--- src/rtl/timestamp_sender_if.sv ---
// rtl/timestamp_sender_if.sv - timestamp request and 8-bit timestamp bus signal bundle
interface timestamp_sender_if;
   logic [31:0] ts_sec;
   logic [19:0] ts_usec;
   logic        ts_stb;
   logic        ovr_clr;
   logic        pre_stb;
   logic [7:0]  dout;
   logic        busy;
   logic        overrun;

   modport master (
      output ts_sec, ts_usec, ts_stb, ovr_clr,
      input  pre_stb, dout, busy, overrun
   );

   modport slave (
      input  ts_sec, ts_usec, ts_stb, ovr_clr,
      output pre_stb, dout, busy, overrun
   );
endinterface

--- src/rtl/timestamp_sender.sv ---
// rtl/timestamp_sender.sv - snapshots {sec, usec} on request and serializes it as pre_stb + 8 bytes
// One-deep pending slot, enforced inter-frame gap, sticky overrun on dropped requests.
module timestamp_sender #(
   parameter int unsigned GAP_CYCLES = 2
) (
   input  logic           sclk,
   input  logic           rst,
   timestamp_sender_if.slave bus
);
   typedef enum logic [1:0] {IDLE, PRE, SEND, GAP} state_t;

   localparam logic [3:0] GAP_LOAD = 4'(GAP_CYCLES - 1);

   state_t      state;
   logic [51:0] frame;
   logic [51:0] pend;
   logic        pend_valid;
   logic [2:0]  cnt;
   logic [3:0]  gap_cnt;

   logic [51:0] snap;
   logic        gap_done;
   logic        consume;
   logic        to_slot;
   logic        slot_free;
   logic        drop;

   assign snap      = {bus.ts_usec, bus.ts_sec};
   assign gap_done  = (state == GAP) && (gap_cnt == 4'd0);
   assign consume   = pend_valid && ((state == IDLE) || gap_done);
   // An idle sender with nothing pending launches the request directly instead of queueing it.
   assign to_slot   = bus.ts_stb && !((state == IDLE) && !pend_valid);
   assign slot_free = !pend_valid || consume;
   assign drop      = to_slot && !slot_free;

   assign bus.busy  = (state != IDLE) || pend_valid;

   always_ff @(posedge sclk) begin
      if (rst) begin
         state       <= IDLE;
         frame       <= '0;
         pend        <= '0;
         pend_valid  <= 1'b0;
         cnt         <= 3'd0;
         gap_cnt     <= 4'd0;
         bus.pre_stb <= 1'b0;
         bus.dout    <= 8'h00;
         bus.overrun <= 1'b0;
      end else begin
         bus.pre_stb <= 1'b0;
         bus.dout    <= 8'h00;

         case (state)
            IDLE: begin
               if (pend_valid) begin
                  frame       <= pend;
                  state       <= PRE;
                  bus.pre_stb <= 1'b1;
               end else if (bus.ts_stb) begin
                  frame       <= snap;
                  state       <= PRE;
                  bus.pre_stb <= 1'b1;
               end
            end
            PRE: begin
               bus.dout <= frame[7:0];
               frame    <= frame >> 8;
               cnt      <= 3'd0;
               state    <= SEND;
            end
            SEND: begin
               if (cnt == 3'd7) begin
                  gap_cnt <= GAP_LOAD;
                  state   <= GAP;
               end else begin
                  bus.dout <= frame[7:0];
                  frame    <= frame >> 8;
                  cnt      <= cnt + 3'd1;
               end
            end
            GAP: begin
               if (gap_cnt == 4'd0) begin
                  // A queued frame starts straight from the gap so back-to-back spacing is exact.
                  if (pend_valid) begin
                     frame       <= pend;
                     state       <= PRE;
                     bus.pre_stb <= 1'b1;
                  end else begin
                     state <= IDLE;
                  end
               end else begin
                  gap_cnt <= gap_cnt - 4'd1;
               end
            end
            default: state <= IDLE;
         endcase

         if (to_slot && slot_free) begin
            pend       <= snap;
            pend_valid <= 1'b1;
         end else if (consume) begin
            pend_valid <= 1'b0;
         end

         if (bus.ovr_clr) bus.overrun <= 1'b0;
         if (drop)        bus.overrun <= 1'b1;
      end
   end
endmodule
--- src/flat_wrapper.sv ---
// flat-port wrapper written by rule: the top's interface ports become plain ports
module timestamp_sender_flat 
#(
   parameter int unsigned GAP_CYCLES = 2
)
  (sclk, rst, bus_ts_sec, bus_ts_usec, bus_ts_stb, bus_ovr_clr, bus_pre_stb, bus_dout, bus_busy, bus_overrun);
  timestamp_sender_if bus_i ();
  input  logic sclk;
  input  logic rst;
  input wire logic [$bits(bus_i.ts_sec)-1:0] bus_ts_sec;
  input wire logic [$bits(bus_i.ts_usec)-1:0] bus_ts_usec;
  input wire logic [$bits(bus_i.ts_stb)-1:0] bus_ts_stb;
  input wire logic [$bits(bus_i.ovr_clr)-1:0] bus_ovr_clr;
  output wire logic [$bits(bus_i.pre_stb)-1:0] bus_pre_stb;
  output wire logic [$bits(bus_i.dout)-1:0] bus_dout;
  output wire logic [$bits(bus_i.busy)-1:0] bus_busy;
  output wire logic [$bits(bus_i.overrun)-1:0] bus_overrun;
  assign bus_i.ts_sec = bus_ts_sec;
  assign bus_i.ts_usec = bus_ts_usec;
  assign bus_i.ts_stb = bus_ts_stb;
  assign bus_i.ovr_clr = bus_ovr_clr;
  assign bus_pre_stb = bus_i.pre_stb;
  assign bus_dout = bus_i.dout;
  assign bus_busy = bus_i.busy;
  assign bus_overrun = bus_i.overrun;
  timestamp_sender #(.GAP_CYCLES(GAP_CYCLES)) u_core (.sclk(sclk), .rst(rst), .bus(bus_i));
endmodule
--- config.mk ---
export PLATFORM = sky130hd
export DESIGN_NAME = timestamp_sender_flat
export DESIGN_NICKNAME = d
export VERILOG_FILES = /design/src/rtl/timestamp_sender_if.sv /design/src/rtl/timestamp_sender.sv /design/src/flat_wrapper.sv
export SDC_FILE = /design/constraint.sdc
export NUM_CORES = 1
export LEC_CHECK = 0
export ABC_CLOCK_PERIOD_IN_PS = 2700
export CORE_ASPECT_RATIO = 1.4
export CORE_MARGIN = 2
export CORE_UTILIZATION = 52
export CTS_BUF_LIST = sky130_fd_sc_hd__clkbuf_8
export DETAILED_ROUTE_END_ITERATION = 10
export GPL_TIMING_DRIVEN = 0
export PLACE_DENSITY_LB_ADDON = 0.05
export SYNTH_ARGS = -nofsm -noshare
export SYNTH_HDL_FRONTEND = slang
export SYNTH_SLANG_ARGS = --single-unit
export TNS_END_PERCENT = 5
--- constraint.sdc ---
create_clock -name sclk -period 2.7 [get_ports sclk]
set_input_delay 0.54 -clock sclk [delete_from_list [all_inputs] [get_ports sclk]]
set_output_delay 0.54 -clock sclk [all_outputs]
set_load 0.1 [all_outputs]
==> impl_metrics.yaml, run 1 <==
cells_and_area:
  syn2layout_area_growth_pct: 22.75
  multiInputGateArea_um2: 2863
  fin_cells: 956
  fillCellCount: 974
  final_nets: 868
  seq_area_um2: 2482
  drive_gt1_frac: 0.07607
  antenna_cells_inserted: 0
grt:
  grt_first_pass_wirelength_mm: 25.83
  grt_antenna_before_repair: 0
  grt_usage: 0.2764
  grt_overflow: 0
  grt_pass1_vias: 5317
  grt_start_max_net_pins: 17
min_path:
  hold_path.class: "reg -> reg"
  worstHoldStart: "u_core.pend[4]"
setup_path:
  end_kind: "output pin"
  worstSetupStartpointType: "flop"
  cp_slowest_cell: "clkdlybuf4s15_2"
  crit_arrival_ns: 2.02
  critical_path_required_ns: 2.16
  path_cells: "inv_1 -> ha_1 -> nand2b_1 -> clkdlybuf4s15_2"
  crit_path_start: "u_core.state[1]"
  cpPeakStageDelay_ns: 0.59
  timing.critical_path.buf_inv: 2
  r2r_start: "u_core.state[1]"
  critical_path.max_fanout: 6
  crit_family: "buffers and inverters"
  critical_path_class: "reg -> out"
logic_synthesis:
  yosysWarnings: 0
  synth-seq-cells: 124
  synth_nets: 784
  synth.area.top_cells: "dfxtp_1, a21oi_1, nand2_1"
  netlist.area_leader.share: 0.4365
  avgSynthCellArea_um2: 7.909
  netlist_area_um2: 5687
  syn_inst: 719
  yosysSeqAreaShare: 0.4365
  synth_top_area_cell: "dfxtp_1"
  synth_cell_type_count: 37
power:
  p_leak_uw: 0.002452
  pwr_density_cell_nw_per_um2: 1217
  peakVddDrop_v: 0.0006011
routing:
  first_iter_violations: 260
  routed-via-count: 5421
  wl_per_cell_um: 16.53
  detail-route-antenna-nets: 0
  wirelength_mm: 15.80
  dr.pass1.iters: 5
  drc: 0
  via_per_inst: 5.671
sta:
  final_hold_viol_count: 0
  finClkSkew_ns: 0.006359
  relSlewSlack: 0.3504
  fmax_mhz: 390.4
  fin_ws_ns: 0.1383
  final-setup-viol-count: 0
  slew_viol_final: 0
  tightestPinTransition_ns: 0.9713
  rsz0062_at_grt: "no"
  min_period_ns: 2.562
  setup_tns_ns: 0
  finalCritPeriodShare: 0.9488
placement:
  dp_hpwl_mm: 11.40
  place_inst: 925
  routabilityCongestion: 0.9396
  port_buffers: 65
  dp_slack_ns: 0.02411
clock_network:
  cts.path.max_buffers: 2
  clk_latency_ns: 0.45
  cts-buffers-inserted: 17
  path_clk_slew_ns: 0.07
  cts_num_sinks: 124
  cts_root_buffer: "clkbuf_8"
  post_cts_buffers: 0
  cts_resized: 3
  cts_tree: "yes"
  ctsHoldBuffers: 0
  cts_htree_levels: 4
floorplan:
  coreArea_um2: 10750
  start_util: 0.5288
  die_x_um: 92.38
  placementRows: 45
  die_y_um: 127.7
  dieArea_um2: 11800
  ios: 67
outcome:
  outcome: "finished, final reports clean"
run:
  maxCapViolCount: 0
cells by family after synthesis:
logic type,Yosys count,share of synthesized area
xor+xnor,2,0.003081
mux,3,0.005720
buf+inv,75,0.06007
simple gates,234,0.1982
fa+ha+maj,9,0.01980
flops,124,0.4365
compound gates,272,0.2766
tightest hold or removal path, delay by kind of cell (launching register included):
family | cells | cell delay [ns]
AOI/OAI and AO/OA | 1 | 0.05
DFF | 1 | 0.31
and+or+nand+nor | 1 | 0.05
registers in the layout, indices dropped and copies added, names as in the netlist:
signal and count:
u_core.bus.dout 8, u_core.bus.overrun 1, u_core.bus.pre_stb 1, u_core.cnt 3
u_core.frame 52, u_core.gap_cnt 4, u_core.pend 52, u_core.pend_valid 1
u_core.state 2
synthesized netlist by cell type, drive strengths merged:
cell and n:
nand2 155, a21oi 150, dfxtp 124, a211oi 56
o21ai 48, nand3b 47, clkbuf 41, buf 28
and2 9, ha 9, nor2 9, a22oi 8
inv 6, a32oi 3, nand2b 3, a221oi 2
mux2 2, nand3 2, nor2b 2, nor3b 2
o211ai 2, or3b 2, xor2 2, a211o 1
and4bb 1, mux2i 1, nand4bb 1, nor3 1
o211a 1, o21bai 1
through the flow:
stage / hold WS, ns / area [um^2] / util / total power, uW
2_1_floorplan: 0.4306 / 5687 / - / 5462
3_3_place_gp: 0.4420 / 6514 / 0.6057 / 6471
3_5_place_dp: 0.4448 / 6514 / 0.6057 / 6573
4_1_cts: 0.4569 / 6980 / 0.6491 / 8476
5_1_grt: 0.4670 / 6980 / 0.6491 / 9064
6_report: 0.4568 / 6980 / 0.6491 / 8496
layout make-up:
cell class,count,area share
Sequential cell,124,0.3556
Clock buffer,20,0.03943
Multi-Input combinational cell,520,0.4101
Inverter,6,0.003226
Tap cell,141,0.02527
Clock inverter,11,0.02724
Timing Repair Buffer,65,0.09339
Buffer,69,0.04571
final timing paths:
path	slack, ns	end	cells past startpoint
hold / removal	0.46	u_core.pend[4]	2
setup / recovery	0.14	bus_busy	4
setup reg to reg	0.34	u_core.frame[49]	8
hold reg to reg	0.46	u_core.pend[4]	2
report_power, final:
part	internal [uW]	total, uW	switching [uW]
Combinational	1340	3840	2510
Clock	1160	1930	765
Sequential	2410	2730	318
layout by cell type (no fill, tap or decap), types with 4 or more instances in the layout:
cell type,Yosys,layout
nor2_1,9,9
nand3b_1,47,47
clkbuf_8,0,20
dfxtp_1,124,124
bufinv_16,0,5
clkdlybuf4s50_1,0,64
a22oi_1,8,8
buf_2,18,18
clkbuf_1,41,41
a21oi_1,150,150
inv_1,5,5
and2_1,9,9
buf_1,5,5
buf_6,5,5
a211oi_1,55,55
ha_1,9,9
clkinvlp_4,0,4
o21ai_0,48,48
nand2_1,155,155
routing by layer:
layer | vias to the layer above | GRT usage | part of all wire | wire length (um)
met5 | - | 0 | 0 | 0
met2 | 143 | 0.5002 | 0.52 | 8157
li1 | 2700 | - | - | -
met1 | 2549 | 0.3242 | 0.42 | 6684
met3 | 29 | 0.04762 | 0.040 | 628
met4 | 0 | 0.1036 | 0.021 | 327
Note: power is estimated with default switching activity, not from simulation.
==> inputs of run 2 (changes only) <==
Settings changed: CORE_ASPECT_RATIO 1.4 to 2.
==> run 2 against run 1 <==
Compared with the run above:
- worst hold slack got worse by 0.00055 ns
- die area rose by 0.33%
- sequential share of layout area rose by 0.38 points
- wire length rose by 4.4%
- cell count did not move
- design area fell by 1.1%
- via count rose by 1.9%
- combinational power barely moved
- global-route usage rose by 0.43 points
- fmax rose by 2.0%
- critical path depth did not move
- critical endpoint unchanged
- largest cell class unchanged
- highest routed layer unchanged
==> impl_metrics.yaml, run 2 (same netlist as run 1, synthesis figures left out) <==
outcome:
  outcome: "finished, final reports clean"
placement:
  routabilityCongestion: 0.8982
  dp_slack_ns: 0.002164
  dp_hpwl_mm: 12.10
  post_dp_cell_area_um2: 6513
  place_inst: 924
  port_buffers: 65
routing:
  detail-route-antenna-nets: 0
  via_per_inst: 5.778
  wl_per_cell_um: 17.26
  drc: 0
  wirelength_mm: 16.50
  routed-via-count: 5524
  dr.pass1.iters: 5
  first_iter_violations: 322
floorplan:
  start_util: 0.5260
  die_x_um: 77.95
  die_y_um: 151.9
  coreArea_um2: 10810
  dieArea_um2: 11840
  ios: 67
  placementRows: 54
sta:
  finalCritPeriodShare: 0.9297
  final-setup-viol-count: 0
  fmax_mhz: 398.4
  setup_tns_ns: 0
  slew_viol_final: 0
  finClkSkew_ns: 0.01015
  final_hold_viol_count: 0
  rsz0062_at_grt: "no"
  min_period_ns: 2.510
  whs_ns: 0.4563
  relSlewSlack: 0.3515
  fin_ws_ns: 0.1897
  tightestPinTransition_ns: 0.9697
grt:
  grt_pass1_vias: 5446
  grt_first_pass_wirelength_mm: 26.45
  grt_overflow: 0
  grt_antenna_before_repair: 0
  grt_start_max_net_pins: 17
  grt_usage: 0.2807
setup_path:
  critical_path_class: "reg -> out"
  crit_arrival_ns: 1.97
  critical_path.max_fanout: 6
  worstSetupStartpointType: "flop"
  r2r_start: "u_core.state[1]"
  r2r_slack_ns: 0.33
  end_kind: "output pin"
  crit_path_start: "u_core.state[1]"
  crit_path_end: "bus_busy"
  critical_path_required_ns: 2.16
  r2r-end: "u_core.frame[0]"
  rr_worst_depth: 7
cells_and_area:
  antenna_cells_inserted: 0
  syn2layout_area_growth_pct: 21.45
  final_nets: 868
  top_regs: "u_core.frame x52, u_core.pend x52, u_core.bus.dout x8"
  final_area_um2: 6907
  layout_commonest_cell: "nand2_1"
  drive_gt1_frac: 0.07721
  layout_common_cells: "nand2_1, a21oi_1, dfxtp_1, clkdlybuf4s50_1, a211oi_1"
  fin_cells: 956
clock_network:
  ctsHoldBuffers: 0
  cts_tree: "yes"
  cts_root_buffer: "clkbuf_8"
  cts_htree_levels: 4
  clk_latency_ns: 0.45
  cts_num_sinks: 124
  cts_resized: 3
  post_cts_buffers: 0
  cts.path.max_buffers: 2
  path_clk_slew_ns: 0.08
  cts-buffers-inserted: 17
power:
  peakVddDrop_v: 0.0007892
  p_leak_uw: 0.002420
  pwr_density_cell_nw_per_um2: 1195
run:
  maxCapViolCount: 0
min_path:
  hold_path.class: "reg -> reg"
[run 2: metal layers]
layer  part of all wire  GRT usage
met5                  0          0
met4              0.041     0.1454
met3              0.044    0.04751
met2               0.53     0.5140
met1               0.39     0.2999
[run 2: worst min path at each step]
stage / slack, ns / from / endpoint / cells past startpoint
finish: 0.46 / u_core.pend[35] / u_core.pend[35] / 2
global route: 0.47 / u_core.pend[31] / u_core.pend[31] / 2
CTS: 0.46 / u_core.pend[31] / u_core.pend[31] / 2
detailed placement: 0.45 / u_core.pend[31] / u_core.pend[31] / 2
global placement: 0.44 / u_core.pend[35] / u_core.pend[35] / 2
floorplan: 0.43 / u_core.frame[0] / u_core.bus.dout[0] / 1
[run 2: layout make-up]
type / instances / area, um^2
inverters: 6 / 22.52
multi-input cells: 520 / 2863
clock buffers: 18 / 247.7
plain buffers: 69 / 319.1
flip-flops and latches: 124 / 2482
clock inverters: 14 / 145.1
repair buffers: 65 / 651.9
well taps: 140 / 175.2
fillers: 1004 / 3904
[run 2: where the power goes]
part	switching, uW	internal, uW	leakage, uW
logic	2530	1330	0.00121
registers	358	2410	0.00102
clock network	784	843	0.000191
total	3670	4590	0.00242
[run 2: stage by stage]
step | total power, uW | util
6_report | 8252 | 0.6389
5_1_grt | 8791 | 0.6389
4_1_cts | 8234 | 0.6389
3_5_place_dp | 6603 | 0.6024
3_3_place_gp | 6495 | 0.6024
2_1_floorplan | 5462 | -
[run 2: worst max-delay path: stages, from the launching register on]
cell	delay [ns]
dfxtp_1	0.41
inv_1	0.11
ha_1	0.25
nand2b_1	0.17
clkdlybuf4s15_2	0.59
==> inputs of run 3 (changes only) <==
Settings changed: CORE_ASPECT_RATIO 2 to unset.
==> run 3 against run 2 <==
Compared with the run above:
- core utilization is 0.19 points higher
- global-route usage is 0.63 points lower
- sequential power hardly changed
- cell count is 0.10% lower
- setup slack worse by 0.062 ns
- fmax is 2.4% lower
- critical path depth stayed put
- die area is 0.43% lower
- critical endpoint unchanged
- highest routed layer unchanged
==> impl_metrics.yaml, run 3 (same netlist as run 1, synthesis figures left out) <==
clock_network:
  path_clk_slew_ns: 0.07
  cts_root_buffer: "clkbuf_8"
  post_cts_buffers: 0
  cts.path.max_buffers: 2
  cts-buffers-inserted: 17
  cts_htree_levels: 4
  cts_tree: "yes"
  ctsHoldBuffers: 0
  clk_latency_ns: 0.44
  cts_num_sinks: 124
sta:
  slew_viol_final: 0
  relSlewSlack: 0.3565
  setup_tns_ns: 0
  final_hold_viol_count: 0
  tightestPinTransition_ns: 0.9623
  rsz0062_at_grt: "no"
  final-setup-viol-count: 0
  fmax_mhz: 388.7
  min_period_ns: 2.573
  finClkSkew_ns: 0.01087
  finalCritPeriodShare: 0.9529
grt:
  grt_overflow: 0
  grt_usage: 0.2744
  met3_usage: 0.05967
  grt_start_max_net_pins: 17
  top_usage_layer: "met2"
  grt_first_pass_wirelength_mm: 25.21
  grt_antenna_before_repair: 0
  met2_usage: 0.4357
  grt_use_met1: 0.3645
  grt_pass1_vias: 5121
cells_and_area:
  drive_gt1_frac: 0.07485
  syn2layout_area_growth_pct: 21.08
  fillCellCount: 979
  multiInputGateArea_um2: 2863
  final_nets: 868
  seq_area_um2: 2482
  layout_common_cells: "nand2_1, a21oi_1, dfxtp_1, clkdlybuf4s50_1, a211oi_1"
  antenna_cells_inserted: 0
  top_regs: "u_core.frame x52, u_core.pend x52, u_core.bus.dout x8"
  layout_commonest_cell: "nand2_1"
routing:
  detail-route-antenna-nets: 0
  wirelength_mm: 15.63
  drc: 0
  routed-via-count: 5456
  dr.pass1.iters: 5
  first_iter_violations: 454
  wl_per_cell_um: 16.36
  via_per_inst: 5.713
setup_path:
  worstSetupStartpointType: "flop"
  end_kind: "output pin"
  critical_path_required_ns: 2.16
  crit_arrival_ns: 2.03
  critical_path_class: "reg -> out"
  rr_worst_depth: 8
  r2r_slack_ns: 0.39
  critical_path.max_fanout: 6
floorplan:
  coreArea_um2: 10750
  placementRows: 38
  die_y_um: 108.6
  ios: 67
  die_x_um: 108.6
  start_util: 0.5292
  dieArea_um2: 11790
placement:
  routabilityCongestion: 0.8808
  port_buffers: 65
  dp_hpwl_mm: 11.01
min_path:
  hold_path.class: "reg -> reg"
  hold_depth: 2
power:
  p_leak_uw: 0.002434
  peakVddDrop_v: 0.0006460
  pwr_density_cell_nw_per_um2: 1181
  power_uw: 8131
outcome:
  outcome: "finished, final reports clean"
run:
  maxCapViolCount: 0
[run 3: cell count changes in the layout (fill, tap and decap cells not counted)]
cell,delta
bufinv_16,-1
clkinv_2,+3
clkbuf_8,+4
inv_1,+1
clkinvlp_4,-4
clkinv_4,-2
inv_6,-2
[run 3: through the flow]
stage / std cells / worst slack (ns) / cell area (um^2) / hold WS (ns) / util
global route: 955 / 0.03056 / 6885 / 0.4718 / 0.6408
floorplan: 719 / 0.3868 / 5687 / 0.4306 / -
finish: 955 / 0.1272 / 6885 / 0.4577 / 0.6408
detailed placement: 924 / 0.05025 / 6513 / 0.4447 / 0.6061
CTS: 955 / 0.1318 / 6885 / 0.4583 / 0.6408
global placement: 924 / 0.09080 / 6513 / 0.4424 / 0.6061
[run 3: worst paths after layout]
check                         end       startpoint
setup / recovery         bus_busy  u_core.state[0]
hold / removal     u_core.pend[4]   u_core.pend[4]
setup reg to reg  u_core.frame[3]  u_core.state[0]
hold reg to reg    u_core.pend[4]   u_core.pend[4]
[run 3: layout make-up]
| type | count | area share |
|---|---|---|
| multi-input cells | 520 | 0.4158 |
| flip-flops and latches | 124 | 0.3605 |
| repair buffers | 65 | 0.09468 |
| plain buffers | 69 | 0.04634 |
| clock buffers | 22 | 0.04398 |
| well taps | 140 | 0.02544 |
| clock inverters | 9 | 0.009995 |
| inverters | 6 | 0.003271 |
[run 3: per-layer routing]
layer | up-vias | part of all wire
met2 | 169 | 0.46
met4 | 0 | 0.018
met5 | - | 0
li1 | 2698 | -
met3 | 24 | 0.058
met1 | 2565 | 0.46
[run 3: what timing repair did]
| action | in CTS | in global routing |
|---|---|---|
| resized for setup | 3 | 0 |
| endpoints found under the hold margin | 0 | 0 |
| endpoints found under the setup margin | 1 | 0 |
[run 3: worst max-delay path, cell delays in order, from the launching register on]
cell and delay (ns):
dfxtp_1 0.37, inv_1 0.12, ha_1 0.29, nand2b_1 0.21
clkdlybuf4s15_2 0.59
[run 3: power breakdown]
| group | switching [uW] | internal [uW] | leakage [uW] |
|---|---|---|---|
| registers | 327 | 2410 | 0.00102 |
| logic | 2510 | 1340 | 0.00121 |
| clock network | 725 | 830 | 0.000205 |
| total | 3560 | 4570 | 0.00243 |
==> patch 1 (settings of run 3) <==
Re-encode `state_t` (4 states) as one-hot, 4 bits wide.
--- a/src/rtl/timestamp_sender.sv
+++ b/src/rtl/timestamp_sender.sv
@@ -7,7 +7,7 @@
    input  logic           rst,
    timestamp_sender_if.slave bus
 );
-   typedef enum logic [1:0] {IDLE, PRE, SEND, GAP} state_t;
+   typedef enum logic [3:0] {IDLE = 4'b0001, PRE = 4'b0010, SEND = 4'b0100, GAP = 4'b1000} state_t;
 
    localparam logic [3:0] GAP_LOAD = 4'(GAP_CYCLES - 1);
 
Behaviour: same outputs for any inputs over 10 cycles, from zero or initial values and one cycle with rst high; not proved beyond that.
==> patch 1 against run 3 <==
  * Design area decreased by 8.0%
  * Maximum frequency is 2.3% lower
  * Worst setup slack got worse by 0.061 ns
  * Wire length down 16%
  * Sequential share of layout area is 3.7 points higher
  * Sequential cell count rose by 2
  * Largest cell class is now registers
  * Synthesized area shrank 10%
Power is not compared: it rests on default switching activity, and its combinational part moved more than twofold at a synthesized area within 25%.
==> patch 1: results (changes against run 3) <==
status: "finished clean"
hold_path.startpoint: "u_core.frame[5]"
async_flop_share_pct: 0  # unchanged
timing.critical_path.slowest_cell_delay_ns: 0.57  # -0.02 ns
final_nets: 717  # -17%
min_to: "u_core.bus.dout[5]"
grt_pass1_vias: 4292  # -16%
largest_registers: "u_core.frame: 52 flops, u_core.pend: 52 flops, u_core.bus.dout: 8 flops"
synthTopCellsByArea: "dfxtp_1 50%, a222oi_1 8.7%, nand2_1 7.9%"
dpl.cell_count: 771  # -17%
drt-initial-drc-count: 485  # +6.8%
hold_class: "flip-flop to flip-flop"
placed_area_um2: 5897  # -9.5%
ff2ff_path_depth: 7  # -1
first_pass_iters: 6  # +1
synth-edff-count: 0  # unchanged
root_buffer: "clkbuf_8"
yosysSeqAreaShare_pct: 49.56  # +5.9 points
vias_per_cell: 5.772  # +1.0%
post-dp-hpwl_um: 9171  # -17%
routabilityCongestion: 0.8014  # -9.0%
htreeDepth: 4  # unchanged
netlist_top_cells_count: "126 x dfxtp_1, 107 x nand2_1, 68 x nor2_1, 56 x a21oi_1, 44 x a222oi_1"
fin_skew_ns: 0.01198  # +0.001108 ns
synthesis.nets: 634  # -19%
num_vias: 4629  # -15%
cp_top_family: "simple AND/OR/NAND/NOR gates"
postSynthAreaPerCell_um2: 8.867  # +12%
critPathMaxFanout: 10  # +4
irDropWorstVdd_v: 0.0003335
ys_types: 40  # +8.1%
yosys_warnings: 0  # unchanged
grt_pass1_wl_um: 20980  # -17%
port-buffer-count: 64  # -1.5%
drive_above_1_share_pct: 10.76  # +3.3 points
grt_start_max_net_pins: 17  # unchanged
power.leakage_nw: 2.251
fillCellCount: 877  # -10%
holdWs_ns: 0.4536  # -0.004114 ns
reg2reg_slack_ns: 0.12  # -0.27 ns
num_antenna_cells: 0  # unchanged
worst_pin_slew_ns: 0.9768  # +0.01448 ns
r2r-end: "u_core.frame[36]"
grtUsageTotal_pct: 25.63  # -1.8 points
cts_made_buffers: 17  # unchanged
clock_path_buffers: 2  # unchanged
cts_setup_buffers: 0  # unchanged
cp.arrival_ns: 2.09  # +0.06 ns
hold_depth: 1  # -1
wirelength_um: 13060  # -16%
worst_path_max_delay_cell: "or4b_4"
reg2reg_from: "u_core.state[0]"
-- patch 1: cell count changes after synthesis, moves of 12 or more --
cell      delta
o21ai_0     -46
nand2_1     -48
nor2_1      +59
a211oi_1    -12
a21oi_1     -94
nand3b_1    -47
a222oi_1    +44
-- patch 1: how the worst max path moves through the flow --
stage                    startpoint               end  slack [ns]  cells after the start
floorplan           u_core.state[3]    u_core.pend[1]        0.39                      8
global placement    u_core.state[3]          bus_busy       -0.14                      4
detailed placement  u_core.state[3]          bus_busy       -0.15                      4
CTS                 u_core.state[3]          bus_busy        0.05                      4
global route        u_core.state[3]  u_core.frame[33]       -0.07                      7
finish              u_core.state[3]          bus_busy        0.07                      4
-- patch 1: metal layers --
layer  track usage (%)  wire, µm  up-vias
li1                  -         -     2263
met3             6.305       784       16
met5                 0         0        -
met4             8.603       144        0
met2             41.76      6241      163
met1             33.43      5890     2187
-- patch 1: power breakdown --
part | switching, mW | internal (mW) | leakage, nW
registers | 0.145 | 2.13 | 1.03
clock network | 0.764 | 1.00 | 0.209
logic | 0.751 | 0.464 | 1.01
total | 1.66 | 3.59 | 2.25
-- patch 1: final cells by class --
cell class | count | area, µm² | share of cell area, %
sequential | 126 | 2522 | 39.80
multi-input combinational | 387 | 2312 | 36.49
clock buffer | 17 | 234.0 | 3.692
buffer | 56 | 250.2 | 3.949
clock inverter | 14 | 195.2 | 3.080
inverter | 5 | 18.77 | 0.2961
tap | 133 | 166.4 | 2.626
timing repair buffer | 64 | 638.1 | 10.07
-- patch 1: per-stage QoR --
step                TNS [ns]  worst slack [ns]
floorplan                  0            0.3902
global placement     -0.1441           -0.1441
detailed placement   -0.1537           -0.1537
CTS                        0           0.05436
global route         -0.4493          -0.06563
finish                     0           0.06608
-- patch 1: what timing repair did --
| item | CTS | global route |
|---|---|---|
| pin swaps | 0 | 0 |
| resized for setup | 5 | 8 |
| endpoints found under the setup margin | 1 | 55 |
-- patch 1: kinds of logic after synthesis --
kind of cell	share of synthesized area (%)
compound gates	26.43
simple gates	17.28
buf+inv	5.236
flops	49.56
fa+ha+maj	0.9833
xor+xnor	0.5163
==> patch 2 (flow settings as in run 3) <==
Made on the original files. Make the reset (`rst`) asynchronous in one clocked block.
--- a/src/rtl/timestamp_sender.sv
+++ b/src/rtl/timestamp_sender.sv
@@ -35,7 +35,7 @@
 
    assign bus.busy  = (state != IDLE) || pend_valid;
 
-   always_ff @(posedge sclk) begin
+   always_ff @(posedge sclk or posedge rst) begin
       if (rst) begin
          state       <= IDLE;
          frame       <= '0;
Behaviour: differs if rst is asserted again (counterexample within 4 cycles, from zero or initial values and one cycle with rst high); with rst held inactive, the same outputs for 10 cycles.
==> patch 2 against run 3 <==
  * Total power up 33%
  * Largest cell class is now registers
  * Via count down 20%
  * Non-clock buffer count fell by 23
  * Clock skew decreased by 0.0036 ns
  * Wire length fell by 8.9%
  * Synthesized area up 9.9%
  * Worst setup slack improved by 0.0051 ns
  * Maximum frequency is 0.20% higher
  * Sequential cell count is the same
  * Design area grew 9.4%
==> patch 2: results (changes against run 3) <==
comb_power_share_pct: 54.0  # +6.8 points
synth_compound_area_share_pct: 13.69  # -14 points
drt-initial-drc-count: 244  # -46%
multi_input_area_share_pct: 38.54  # -3.0 points
hold_class: "primary input to async pin"
bufAreaShareNonClock_pct: 12.46  # -1.6 points
pre_cts_ws_ns: 0.06090  # +0.01064 ns
grt_pass1_vias: 4490  # -12%
first_pass_iters: 4  # -1
synth_area_um2: 6252  # +9.9%
synthMuxAreaShare_pct: 26.88  # +26 points
synth_fa_ha_area_share_pct: 1.801  # -0.18 points
grt_start_max_net_pins: 42  # +25
irDropWorstVdd_v: 0.0005629  # -13%
fin_skew_ns: 0.007241  # -0.003627 ns
met3_length_um: 613  # -32%
dpl.cell_count: 707  # -23%
syn_to_final_growth_pct: 20.47
port-buffer-count: 66  # +1.5%
routabilityCongestion: 0.8080  # -8.3%
final_nets: 644  # -26%
synth-xor-area-share_pct: 0  # -0.31 points
use_met2_pct: 38.12  # -5.4 points
wl_met2_um: 6837  # -5.3%
status: "finished clean"
wl_met1_um: 6466  # -11%
netlist_top_cells_count: "124 x dfrtp_1, 89 x mux2_2, 46 x a21oi_1, 46 x mux2i_1, 43 x a221oi_1"
inverters: 8  # +2
num-nonclk-buffers: 111  # -17%
yosysSeqAreaShare_pct: 49.63  # +6.0 points
drive_above_1_share_pct: 25.89  # +18 points
postSynthAreaPerCell_um2: 12.73  # +61%
synthesis.nets: 556  # -29%
-- patch 2: cell count changes after synthesis, sizes merged, moves of 46 or more --
cell / delta
mux2: +103
nand2: -147
nand3b: -46
dfxtp: -124
a211oi: -56
a21oi: -104
dfrtp: +124
-- patch 2: worst reg2reg max path: cells and delay by family (launching register included) --
family	cells	cell delay (ns)
buffers and inverters	4	1.31
flip-flops	1	0.45
multiplexers	1	0.29
adder cells (fa/ha/maj)	1	0.17
AO/OA/AOI/OAI	1	0.15
-- patch 2: path summary, 6_finish.rpt --
kind	startpoint	endpoint	slack (ns)	depth (start not counted)
worst max-delay path	u_core.state[0]	bus_busy	0.13	4
worst min-delay path	rst	u_core.cnt[1]	0.47	2
worst max register to register	u_core.state[0]	u_core.frame[30]	0.21	7
worst min register to register	u_core.frame[7]	u_core.bus.dout[7]	0.47	1
max in group asynchronous	rst	u_core.pend[7]	1.44	4
min in group sclk	u_core.frame[7]	u_core.bus.dout[7]	0.47	1
